<file path="src/rtl/scan_mux4.sv">
// scan_mux4: 4-digit multiplexed 7-segment scanner with frame-synced load.
// Optional leading-zero blanking: define SCAN_MUX4_ZERO_BLANK_EN.
module scan_mux4 #(
  parameter int DIV = 50000
) (
  input  logic        clock,
  input  logic        reset_n,
  input  logic        load,
  input  logic [15:0] valor,
  output logic [3:0]  digito,
  output logic        apagar,
  output logic [3:0]  anodo,
  output logic        quadro,
  output logic        pendente
);

  localparam int CW = (DIV > 2) ? $clog2(DIV) : 1;
  localparam logic [CW-1:0] LAST = CW'(DIV - 1);

  logic [CW-1:0] r_cnt;
  logic [1:0]    r_sel;
  logic [15:0]   r_disp;
  logic [15:0]   r_shadow;
  logic          r_pend;

  logic          w_tick;
  logic          w_frame;
  logic [3:0]    w_nib;
  logic [3:0]    w_an;
  logic          w_blank;

  assign w_tick  = (r_cnt == LAST);
  assign w_frame = w_tick & (r_sel == 2'd3);

  // prescaler: 0..DIV-1 then wrap
  always_ff @(posedge clock or negedge reset_n) begin
    if (!reset_n) begin
      r_cnt <= '0;
    end else if (w_tick) begin
      r_cnt <= '0;
    end else begin
      r_cnt <= r_cnt + 1'b1;
    end
  end

  // digit index advances once per tick, 3 wraps to 0
  always_ff @(posedge clock or negedge reset_n) begin
    if (!reset_n) begin
      r_sel <= 2'd0;
    end else if (w_tick) begin
      r_sel <= r_sel + 2'd1;
    end
  end

  // shadow capture; newest load overwrites older ones
  always_ff @(posedge clock or negedge reset_n) begin
    if (!reset_n) begin
      r_shadow <= '0;
    end else if (load) begin
      r_shadow <= valor;
    end
  end

  // pending flag: boundary consumes it, even if a load lands there
  always_ff @(posedge clock or negedge reset_n) begin
    if (!reset_n) begin
      r_pend <= 1'b0;
    end else if (w_frame) begin
      r_pend <= 1'b0;
    end else if (load) begin
      r_pend <= 1'b1;
    end
  end

  // display register only changes on a frame boundary
  always_ff @(posedge clock or negedge reset_n) begin
    if (!reset_n) begin
      r_disp <= '0;
    end else if (w_frame) begin
      if (load) begin
        r_disp <= valor;
      end else if (r_pend) begin
        r_disp <= r_shadow;
      end
    end
  end

  // digit nibble and active-low anode for current index
  always_comb begin
    w_nib = r_disp[3:0];
    w_an  = 4'b1110;
    unique case (r_sel)
      2'd0: begin
        w_nib = r_disp[3:0];
        w_an  = 4'b1110;
      end
      2'd1: begin
        w_nib = r_disp[7:4];
        w_an  = 4'b1101;
      end
      2'd2: begin
        w_nib = r_disp[11:8];
        w_an  = 4'b1011;
      end
      2'd3: begin
        w_nib = r_disp[15:12];
        w_an  = 4'b0111;
      end
    endcase
  end

`ifdef SCAN_MUX4_ZERO_BLANK_EN
  // blank digit k>0 when it and every higher nibble are zero
  always_comb begin
    w_blank = 1'b0;
    unique case (r_sel)
      2'd0: w_blank = 1'b0;
      2'd1: w_blank = (r_disp[15:4] == 12'h000);
      2'd2: w_blank = (r_disp[15:8] == 8'h00);
      2'd3: w_blank = (r_disp[15:12] == 4'h0);
    endcase
  end
`else
  assign w_blank = 1'b0;
`endif

  assign digito   = w_nib;
  assign anodo    = w_an;
  assign apagar   = w_blank;
  assign quadro   = w_frame;
  assign pendente = r_pend;

endmodule

</file>
<file path="config.mk">
export PLATFORM = sky130hd
export DESIGN_NAME = scan_mux4
export DESIGN_NICKNAME = d
export VERILOG_FILES = /design/src/rtl/scan_mux4.sv
export SDC_FILE = /design/constraint.sdc
export NUM_CORES = 1
export LEC_CHECK = 0
export CAP_MARGIN = 20
export CORE_MARGIN = 2
export CORE_UTILIZATION = 38
export CTS_CLUSTER_DIAMETER = 30
export DETAILED_ROUTE_END_ITERATION = 7
export GPL_ROUTABILITY_DRIVEN = 0
export PLACE_DENSITY = 0.61
export SYNTH_ARGS = -nofsm -noshare
export SYNTH_HDL_FRONTEND = slang
export SYNTH_SLANG_ARGS = --single-unit
</file>
<file path="constraint.sdc">
create_clock -name clock -period 1.9 [get_ports clock]
set_input_delay 0.19 -clock clock [delete_from_list [all_inputs] [get_ports clock]]
set_output_delay 0.19 -clock clock [all_outputs]
set_load 0.02 [all_outputs]
</file>
## After elaboration in Yosys (flattened, before gate mapping)

Index checks and enable logic that the tools add are counted.

| storage, ports and cells | value |
|---|---|
| flip-flop bits (word level) | 51 |
| bits in latches | 0 |
| bits in writable memories | 0 |
| memory bits (read-only) | 0 |
| input bits | 19 |
| output and inout port bits | 11 |
| logic and storage cells | 23 |
| memories kept | 0 |

| operators by class | value |
|---|---|
| add/sub/neg operators | 2 |
| multiply operators | 0 |
| divide/modulo/power cells | 0 |
| $lt $le $gt $ge | 0 |
| equal/unequal tests | 4 |
| shifts and indexed selects | 0 |
| mux-type cells | 7 |
| bitwise operators | 1 |
| reduce and logical (&&, ||, !) cells | 4 |

Operators by type and width:

| operator | count |
|---|---|
| 16-bit two-way mux | 3 |
| 4-bit one-hot mux with 4 select lines | 2 |
| 16-bit by 1-bit adder with 16-bit output, second input constant | 1 |
| 16-bit equality test, second input constant | 1 |
| 2-bit equality test, second input constant | 2 |
| 2-bit nonzero test | 2 |
| 2-bit by 1-bit adder with 2-bit output, second input constant | 1 |
| 2-bit by 1-bit equality test with 1-bit output, second input constant | 1 |
| 2-bit logical NOT | 1 |
| 1-bit two-way mux | 2 |
| 2-bit AND reduction | 1 |
| 1-bit AND | 1 |

## Logic depth before layout (Yosys ltp)

Gate-level depths: netlist of the first run.

| depth | value |
|---|---|
| depth in word-level cells | 3 |
| depth in mapped cells | 6 |
| gate-level depth less buffers | 5 |

## Worst setup path after synthesis of the first run

Ideal clock, no wire load.

| timing path | value |
|---|---|
| path type | register -> register |
| start point | reg r_cnt[0] |
| end point | reg r_disp[10] |
| library setup time | 125 ps |
| data arrival time | 1,858 ps |
| required time | 1,775 ps |
| path slack | -83 ps |
| stages on the path, launching flop included | 7 |
| buffers on the path | 1 |
| clock period less this slack | 1,983 ps |
| cells stage by stage | dfrtp_1 ha_1 and3_2 and4_2 nor3b_4 buf_12 mux2_4 |

| on the way | value |
|---|---|
| cells in the longest elaborated chain, start to end | 3 |

Ends and longest elaborated chain:

| element | RTL line | text |
|---|---|---|
| start, declared | 20 | `logic [CW-1:0] r_cnt;` |
| start signal, assigned | 42 | `r_cnt <= r_cnt + 1'b1;` |
| 16-bit equality test | 32 | `assign w_tick = (r_cnt == LAST);` |
| 1-bit AND | 33 | `assign w_frame = w_tick & (r_sel == 2'd3);` |
| 2-bit AND reduction (no source line) | - |  |
| end signal, assigned | 81 | `r_disp <= valor;` |
| end signal, assigned | 83 | `r_disp <= r_shadow;` |
| end, declared | 22 | `logic [15:0] r_disp;` |

No other way between the ends.
A chain may end at the register's enable or synchronous reset.

## Worst setup path in the final report of the first run

| timing path | value |
|---|---|
| start point | reg r_cnt[13] |
| end point | reg r_disp[13] |

Same word-level chain as after synthesis.

==> summary.md, run 1 <==
| Metric | Value |
|---|---|
| Layout Nets | 256 |
| RR Startpoint | r_cnt[13]$_DFF_PN0_ |
| Largest net degree at the start of global routing | 23 |
| R2R cell count | 6 |
| CTS tree | yes |
| Total GRT Usage | 0.1424 |
| Synth Area in Adders | 0.02746 |
| Max clock buf depth | 2 |
| Min Clock Period, post-route | 1918 ps |
| Post-synth top cells | dfrtp_1, mux2_2, nor2_1 |
| CP Class | reg2reg |
| Core ar. | 5851 µm² |
| DR WL/cell | 13.85 µm |
| Synth warn | 0 |
| Vias in the first global route | 1547 |
| Area leader, netlist | dfrtp_1 |
| WL final | 4267 µm |
| Final antenna-violating net count | 0 |
| Ranking of synthesized cells by area | dfrtp_1, mux2_2, mux2_4, ha_1, xnor2_1 |
| Worst Path Max Fanout | 16 |
| Maximum vdd drop | 298.2 µV |
| Number of flops mapped to enable cells by yosys | 0 |
| Clock Latency Late Sink | 300 ps |
| Mapped Nets | 196 |
| Ys flop type | dfrtp_1 |
| Count leader, synth | dfrtp_1 |
| Total power | 1.901 mW |
| Final Hold Vio Count | 0 |
| Final setup fails | 11 |
| Die Ht | 81.44 µm |
| Synth Area in XOR/XNOR | 0.04997 |
| Leakage Power | 1.340 nW |
| Placed cell count | 297 |
| Setup TNS | -66.79 ps |
| Post-Syn Instances | 172 |
| Crit share post-route | 1.010 |
| Post-synthesis simple-gate area fraction | 0.1181 |
| Outcome | complete, but fails checks |
| RSZ-0062 raised after global routing | yes |
| Std cell rows | 28 |
| Mean Syn Cell Area | 13.25 µm² |
| Clock root buffer master | clkbuf_8 |
| Final setup margin | -18.17 ps |
| ANT cells | 0 |
| Vias per cell | 4.760 |
| Multiplexer area fraction after synthesis | 0.1746 |
| CTS Buf Count | 5 |
| Post-DP HPWL | 3116 µm |
| Grt ovf | 0 |
| Initial core utilization | 0.3894 |
| Clock slew seen by the registers of the worst setup and hold paths | 90 ps |
| Synth Area in Compound Gates | 0.03624 |
| Total die area | 6632 µm² |
| Cell Count, Final, Fillers Out | 308 |
| Via count | 1466 |
| Worst EP required | 2090 ps |
| Largest family of logic cells by synthesized area | multiplexers |
| H-tree depth | 2 |
| Failing checks | setup timing |
| Ports | 30 |
| Setup crit end kind | register |
| Post-synthesis cell type count | 36 |
| FF+latch count, synth | 51 |
| R2r setup slk | -20 ps |
| Fill cells | 513 |
| Die W | 81.44 µm |
| Max Fclk | 521.3 MHz |
| First-pass GRT wire length | 7141 µm |
| Final Max Tran Viols | 0 |
| Async SR Flop Fraction | 1.000 |
| Initial antenna violation count | 0 |
| Pwr dens | 634.5 nW/µm² |
| Placed inst area | 2831 µm² |
| Sequential-to-total area share from yosys stat | 0.5601 |
| Worst Setup Start Kind | register |
| Clk sinks | 51 |
| Buffers added on ports | 28 |
| Final instance area | 2997 µm² |
| Layout cells sized above 1 | 0.3777 |
| Worst Hold Class | in2async |
| CP Data Arrival Time | 2110 ps |
| DRC | 0 |
| Post-Route Skew | 8.399 ps |
| Synth Cell Area | 2278 µm² |
| Iter 0 DRT Violations | 91 |
| Synth top area share | 0.5601 |
| Max Cap Violations | 0 |
| Synth-to-Final Area Change | 31.52% |
| End of the worst register-to-register path | r_disp[13]$_DFFE_PN0P_ |
| TritonRoute pass-1 iters | 4 |
[stage by stage]
| step | hold slack [ps] | setup slack, ps | util |
|---|---|---|---|
| floorplan | -105.6 | -49.51 | - |
| global placement | 102.7 | -95.08 | 0.4840 |
| detailed placement | 112.0 | -115.2 | 0.4840 |
| CTS | 323.8 | -161.5 | 0.5049 |
| global route | 324.6 | -102.1 | 0.5122 |
| finish | 312.0 | -18.17 | 0.5122 |
[cell families after synthesis]
logic type	Yosys count
AND/OR/NAND/NOR	44
adder cells (fa/ha/maj)	5
multiplexers	32
XOR/XNOR	13
other	1
flip-flops	51
AO/OA/AOI/OAI	12
buffers and inverters	14
[what timing repair did]
action                                  in CTS  in global routing
endpoints found under the setup margin      25                 21
buffers inserted                             0                  2
hold buffers                                 1                  0
hold endpoints to repair                    13                  0
pin swaps                                    3                  4
gates resized for setup                     21                 21
[critical path: stages (launching register included)]
cell      delay [ps]
dfrtp_1          400
nor4bb_2         290
buf_4            150
and4_4           220
nor3b_4          210
buf_12           200
mux2_4           320
[worst max path at each step]
stage | start | end | slack [ps] | cells after the start
floorplan | r_cnt[0]$_DFF_PN0_ | r_disp[10]$_DFFE_PN0P_ | -50 | 6
global placement | r_sel[1]$_DFFE_PN0N_ | digito[1] | -100 | 5
detailed placement | r_sel[0]$_DFFE_PN0N_ | digito[1] | -120 | 5
CTS | r_sel[1]$_DFFE_PN0N_ | digito[1] | -160 | 5
global route | r_cnt[13]$_DFF_PN0_ | r_disp[13]$_DFFE_PN0P_ | -100 | 6
finish | r_cnt[13]$_DFF_PN0_ | r_disp[13]$_DFFE_PN0P_ | -20 | 6
[power by group]
part / leakage [nW] / switching (mW) / internal [mW]
Clock: 0.0474 / 0.357 / 0.298
Combinational: 0.636 / 0.0521 / 0.0696
Sequential: 0.657 / 0.00725 / 1.12
Total: 1.34 / 0.417 / 1.48
[flip-flops by register name (all words and copies together), names as in the netlist]
signal    count
pendente      1
r_cnt        16
r_disp       16
r_sel         2
r_shadow     16
[placed cells by master (no fill, tap or decap), drive strengths merged, types with 2 or more instances in the layout]
cell           count
nand4              5
o21ai              3
nor2b              2
and4               2
buf               33
nand2              3
inv                9
xnor2              7
mux2              32
dlygate4sd2        4
a222oi             4
clkbuf             8
and3               4
nand3              5
ha                 5
dfrtp             51
nor2              13
xor2               6
a21oi              4
clkdlybuf4s50     18
[cell type report]
type                            count  area, µm²  share of cell area
Timing Repair Buffer               58      494.2              0.1649
Clock buffer                        6      82.58             0.02756
Sequential cell                    51       1276              0.4259
Clock inverter                      2      16.27            0.005428
Tap cell                           75      93.84             0.03132
Multi-Input combinational cell    107      997.2              0.3328
Inverter                            9      36.28             0.01211
[layer usage]
metal | global-route usage | vias up | part of all wire
met1 | 0.1934 | 709 | 0.47
met5 | 0 | - | 0
met2 | 0.2254 | 26 | 0.47
li1 | - | 726 | -
met3 | 0.03407 | 5 | 0.048
met4 | 0.04576 | 0 | 0.011
Note: power is estimated with default switching activity, not from simulation.
==> run 2, diff against run 1 <==
PLACE_DENSITY = not set   (was 0.61)
==> run 2 against run 1 <==
Global-route usage fell by 0.28 points. Clock skew up 2.5 ps. Cell count did not move. The run now ends clean. Largest cell class unchanged. Largest power group unchanged. Power hardly changed. Sequential share of layout area about the same. Critical path depth stayed put. Utilization about the same.
==> summary.md, run 2 (synthesis gave the netlist of run 1 again) <==
| Metric | Value |
|---|---|
| Worst Hold Margin | 400.0 ps (+88.07 ps) |
| Vias in the first global route | 1486 (-3.9%) |
| CP Data Arrival Time | 2060 ps (-50 ps) |
| Buffers added on ports | 28 (unchanged) |
| RSZ-0062 raised after global routing | yes |
| Initial core utilization | 0.3894 (unchanged) |
| Via count | 1459 (-0.48%) |
| Worst Path Max Fanout | 16 (unchanged) |
| Max Cap Violations | 0 (unchanged) |
| Final instance area | 2998 µm² (about the same) |
| Internal | 1.462 mW (-1.6%) |
| Final Max Tran Viols | 0 (unchanged) |
| Placed cell count | 296 (-0.34%) |
| TritonRoute pass-1 iters | 4 (unchanged) |
| Total die area | 6632 µm² (unchanged) |
| Commonest non-fill, non-tap cell in the layout | dfrtp_1 |
| Cell Count, Final, Fillers Out | 308 (unchanged) |
| Area of the multi-input gates | 977.2 µm² (-2.0%) |
| Layout cells sized above 1 | 0.3648 (-0.01288) |
| First-pass GRT wire length | 6893 µm (-3.5%) |
| WL final | 4115 µm (-3.6%) |
| CTS Buf Count | 5 (unchanged) |
| Post-Route Skew | 10.85 ps (+2.450 ps) |
| Grt ovf | 0 (unchanged) |
| Std cell rows | 28 (unchanged) |
| CP Class | reg2reg |
| DRC | 0 (unchanged) |
| Placed inst area | 2849 µm² (+0.62%) |
| Fill cells | 526 (+2.5%) |
| Initial antenna violation count | 0 (unchanged) |
| Top Registers | r_cnt: 16 flops, r_disp: 16 flops, r_shadow: 16 flops |
| Leakage Power | 1.352 nW (+0.94%) |
| Sw Share | 0.2315 (+0.01242) |
| Min Clock Period, post-route | 1862 ps (-56.24 ps) |
| Synth-to-Final Area Change | 31.58% (about the same) |
| Logic pwr share | 0.066 (+0.002) |
| Sequential Area | 1276 µm² (unchanged) |
| Total GRT Usage | 0.1396 (-0.002791) |
| Maximum vdd drop | 420.6 µV (+41%) |
| Layout Nets | 256 (unchanged) |
| Clock slew seen by the registers of the worst setup and hold paths | 90 ps (about the same) |
| Setup crit end kind | register |
| Post-Place Setup Slack | -51.72 ps (+63.50 ps) |
| Die Ht | 81.44 µm (unchanged) |
| Psw | 0.4402 mW (+5.7%) |
| Outcome | complete, no violations |
| Max Fclk | 537.1 MHz (+3.0%) |
| Largest net degree at the start of global routing | 30 (+30%) |
| ANT cells | 0 (unchanged) |
| Power share of the sequential group | 0.591 (about the same) |
| Final Hold Vio Count | 0 (unchanged) |
| H-tree depth | 2 (unchanged) |
| Clock root buffer master | clkbuf_8 |
| Core ar. | 5851 µm² (unchanged) |
| Most frequent cells in the layout | dfrtp_1, buf_4, clkdlybuf4s50_1, mux2_2, mux2_4 |
| Util after Layout | 0.5124 (about the same) |
| Worst Tran Pin Value | 537.4 ps |
| Iter 0 DRT Violations | 87 (-4.4%) |
| DR WL/cell | 13.36 µm (-3.6%) |
| Die W | 81.44 µm (unchanged) |
| Clock Latency Late Sink | 310 ps (about the same) |
| Clk sinks | 51 (unchanged) |
| Final antenna-violating net count | 0 (unchanged) |
| Normalized max-slew margin | 0.6417 |
| Crit share post-route | 0.9800 (-0.02960) |
| Max clock buf depth | 2 (unchanged) |
| Worst EP required | 2100 ps (about the same) |
| CTS tree | yes |
| Post-DP HPWL | 2947 µm (-5.4%) |
| Final setup fails | 0 (-11) |
| Worst Setup Start Kind | register |
| Ports | 30 (unchanged) |
| Pwr dens | 634.4 nW/µm² (about the same) |
| Final setup margin | 38.06 ps (+56.24 ps) |
| Worst Hold Class | in2async |
| Clock Power Share | 0.343 (about the same) |
| Vias per cell | 4.737 (-0.48%) |
## run 2: layer usage
metal  share of wire  wire [µm]  global-route usage
met1            0.44       1812              0.1748
met2            0.50       2051              0.2270
met3           0.042        173             0.03407
met4           0.019         77             0.06610
met5               0          0                   0
## run 2: metrics by stage
| step | setup TNS [ps] | power, mW |
|---|---|---|
| final | 0 | 1.902 |
| after global routing | -200.4 | 1.992 |
| after CTS | -146.2 | 1.940 |
| after detailed placement | -185.9 | 1.274 |
| after global placement | -167.4 | 1.270 |
| after floorplan | -495.1 | 1.197 |
## run 2: layout make-up
type                       count  area share
clock buffer                   5     0.02295
timing repair buffer          58      0.1732
multi-input combinational    107      0.3260
sequential                    51      0.4257
inverter                       9     0.01210
clock inverter                 3    0.008765
tap                           75     0.03130
## run 2: timing repair
| item | 4_1_cts | 5_1_grt |
|---|---|---|
| gates resized for setup | 27 | 12 |
| hold buffers | 1 | 0 |
| pin swaps | 1 | 5 |
| endpoints found under the setup margin | 13 | 22 |
| endpoints found under the hold margin | 22 | 0 |
| buffers inserted | 0 | 3 |
## run 2: path summary, 6_finish.rpt
check                                          from                  endpoint  slack, ps  depth (start not counted)
max in group asynchronous                   reset_n      r_sel[1]$_DFFE_PN0N_        970                          3
max                             r_cnt[12]$_DFF_PN0_     r_disp[5]$_DFFE_PN0P_         40                          6
min reg2reg                r_shadow[12]$_DFFE_PN0P_  r_shadow[12]$_DFFE_PN0P_        500                          1
max reg2reg                     r_cnt[12]$_DFF_PN0_     r_disp[5]$_DFFE_PN0P_         40                          6
min                                         reset_n  r_shadow[15]$_DFFE_PN0P_        400                          2
min in group clock                         valor[6]   r_shadow[6]$_DFFE_PN0P_        500                          2
## run 2: worst max-delay path, cell delays in order (launching register included)
cell and delay [ps]:
dfrtp_1 390, nor4bb_1 260, buf_4 150, and4_4 220, nor3b_4 210, buf_12 200, mux2_4 310
## run 2: power by group through the flow
| stage | Clock (mW) | Sequential [mW] | Combinational, mW |
|---|---|---|---|
| after floorplan | 0 | 1.14 | 0.0518 |
| after global placement | 0 | 1.15 | 0.125 |
| after detailed placement | 0 | 1.15 | 0.127 |
| after CTS | 0.685 | 1.13 | 0.129 |
| after global routing | 0.724 | 1.13 | 0.140 |
| final | 0.652 | 1.12 | 0.125 |
==> run 3, diff against run 2 <==
SKIP_CTS_REPAIR_TIMING = 1   (was not set)
==> run 3 against run 2 <==
Critical path depth stayed put. Utilization is 1.1 points higher. Global-route usage fell by 0.16 points. Routed wire length is 1.4% higher. Flip-flop and latch count unchanged. Count of clock-buffer cells in the layout unchanged. Largest power group unchanged. Sequential power about the same. Sequential share of layout area shrank 0.86 points.
==> summary.md, run 3 (synthesis gave the netlist of run 1 again) <==
| Metric | Value |
|---|---|
| Outcome | complete, no violations |
| Final setup fails | 0 (unchanged) |
| Pwr dens | 620.7 nW/µm² (-2.2%) |
| Total die area | 6632 µm² (unchanged) |
| Final Max Tran Viols | 0 (unchanged) |
| Maximum vdd drop | 421.3 µV (+0.18%) |
| M2 GR Usage | 0.2254 (-0.001639) |
| Initial antenna violation count | 0 (unchanged) |
| First-pass GRT wire length | 6796 µm (-1.4%) |
| Ports | 30 (unchanged) |
| Worst Path Max Fanout | 16 (unchanged) |
| Most frequent cells in the layout | dfrtp_1, buf_4, mux2_2, clkdlybuf4s50_1, mux2_4 |
| Clock Latency Late Sink | 310 ps (about the same) |
| CP max stage cell | dfrtp_1 |
| Initial core utilization | 0.3894 (unchanged) |
| Worst Hold Margin | 400.0 ps (-0.07300 ps) |
| Clk sinks | 51 (unchanged) |
| Commonest non-fill, non-tap cell in the layout | dfrtp_1 |
| DR WL/cell | 13.46 µm (+0.78%) |
| Worst Hold Class | in2async |
| Top Registers | r_cnt: 16 flops, r_disp: 16 flops, r_shadow: 16 flops |
| H-tree depth | 2 (unchanged) |
| Final antenna-violating net count | 0 (unchanged) |
| Worst path depth | 6 (unchanged) |
| Via count | 1457 (-0.14%) |
| Max Fclk | 529.0 MHz (-1.5%) |
| Clock slew seen by the registers of the worst setup and hold paths | 90 ps (about the same) |
| Vias in the first global route | 1467 (-1.3%) |
| Normalized max-slew margin | 0.6406 (-0.001197) |
| Final Hold Vio Count | 0 (unchanged) |
| Buffers and inverters on the worst path | 2 (unchanged) |
| Post-Route Skew | 9.491 ps (-1.358 ps) |
| Leakage Power | 1.394 nW (+3.1%) |
| DRC | 0 (unchanged) |
| Worst Tran Pin Value | 539.2 ps (+1.795 ps) |
| Largest net degree at the start of global routing | 30 (unchanged) |
| Grt ovf | 0 (unchanged) |
| GRT Max-Usage Layer | met2 |
| Clock root buffer master | clkbuf_8 |
| Vias per cell | 4.700 (-0.78%) |
| Core ar. | 5851 µm² (unchanged) |
| Layout Nets | 258 (+0.78%) |
| CP Data Arrival Time | 2090 ps (+30 ps) |
| Met1 Track Usage GR | 0.1713 (-0.003554) |
| Max Cap Violations | 0 (unchanged) |
| Layout cells sized above 1 | 0.3915 (+0.02668) |
| Min Clock Period, post-route | 1890 ps (+28.32 ps) |
| Max incr delay on CP | 390 ps (about the same) |
| CP cell instances | nor4bb_1, buf_4, and4_4, nor3b_4, buf_12, mux2_2 |
| Total power | 1.901 mW (about the same) |
| Crit share post-route | 0.9949 (+0.01490) |
| Worst EP required | 2100 ps (about the same) |
| Die Ht | 81.44 µm (unchanged) |
| Synth-to-Final Area Change | 34.43% |
| Buffers added on ports | 28 (unchanged) |
| Iter 0 DRT Violations | 58 (-33%) |
| Total GRT Usage | 0.1380 (-0.001648) |
| Met3 Use GR | 0.03407 (unchanged) |
| Delay-heaviest family, CP | simple AND/OR/NAND/NOR gates |
| Post-DP HPWL | 2947 µm (unchanged) |
| CTS Buf Count | 5 (unchanged) |
| R2R cell count | 6 (unchanged) |
| Setup crit end kind | register |
| RSZ-0062 raised after global routing | yes |
| Fill cells | 509 (-3.2%) |
| WL final | 4174 µm (+1.4%) |
| Std cell rows | 28 (unchanged) |
| ANT cells | 0 (unchanged) |
| Worst Setup Start Kind | register |
| Max clock buf depth | 2 (unchanged) |
| CTS tree | yes |
| TritonRoute pass-1 iters | 4 (unchanged) |
| Die W | 81.44 µm (unchanged) |
| CP Class | reg2reg |
run 3: path summary, 6_finish.rpt:
check,start,endpoint,slack [ps]
setup / recovery,r_cnt[13]$_DFF_PN0_,r_disp[15]$_DFFE_PN0P_,10
hold / removal,reset_n,r_shadow[15]$_DFFE_PN0P_,400
setup reg to reg,r_cnt[13]$_DFF_PN0_,r_disp[15]$_DFFE_PN0P_,10
hold reg to reg,r_shadow[15]$_DFFE_PN0P_,r_shadow[15]$_DFFE_PN0P_,500
max in group asynchronous,reset_n,r_sel[0]$_DFFE_PN0N_,960
min in group clock,valor[6],r_shadow[6]$_DFFE_PN0P_,500
run 3: layout make-up:
cell class              instances  area (µm²)  share of cell area
repair buffers                 60       556.8              0.1818
flip-flops and latches         51        1277              0.4171
inverters                       9       40.04             0.01307
well taps                      75       93.84             0.03064
clock buffers                   5       68.82             0.02247
clock inverters                 3       26.28            0.008578
multi-input cells             107       999.7              0.3264
run 3: worst register-to-register path, delay by kind of cell (launching register included):
family,cells,cell delay (ps)
AND/OR/NAND/NOR,3,700
buffers and inverters,2,350
flip-flops,1,390
multiplexers,1,350
run 3: routing by layer:
layer | part of all wire | up-vias
met2 | 0.49 | 19
met1 | 0.45 | 703
met4 | 0.018 | 0
met3 | 0.035 | 7
li1 | - | 728
met5 | 0 | -
run 3: per-stage QoR:
stage          utilization  area [µm²]  setup WS, ps  setup TNS (ps)  std cells
2_1_floorplan            -        2286        -49.51          -495.1        172
3_3_place_gp        0.4870        2849        -55.53          -167.4        296
3_5_place_dp        0.4870        2849        -51.72          -185.9        296
4_1_cts             0.5032        2944        -412.0           -2813        304
5_1_grt             0.5235        3063        -90.51          -531.1        310
6_report            0.5235        3063         9.747               0        310
run 3: report_power, final:
group	internal [mW]	switching, mW
clock network	0.271	0.380
logic	0.0724	0.0521
registers	1.12	0.00729
total	1.46	0.440
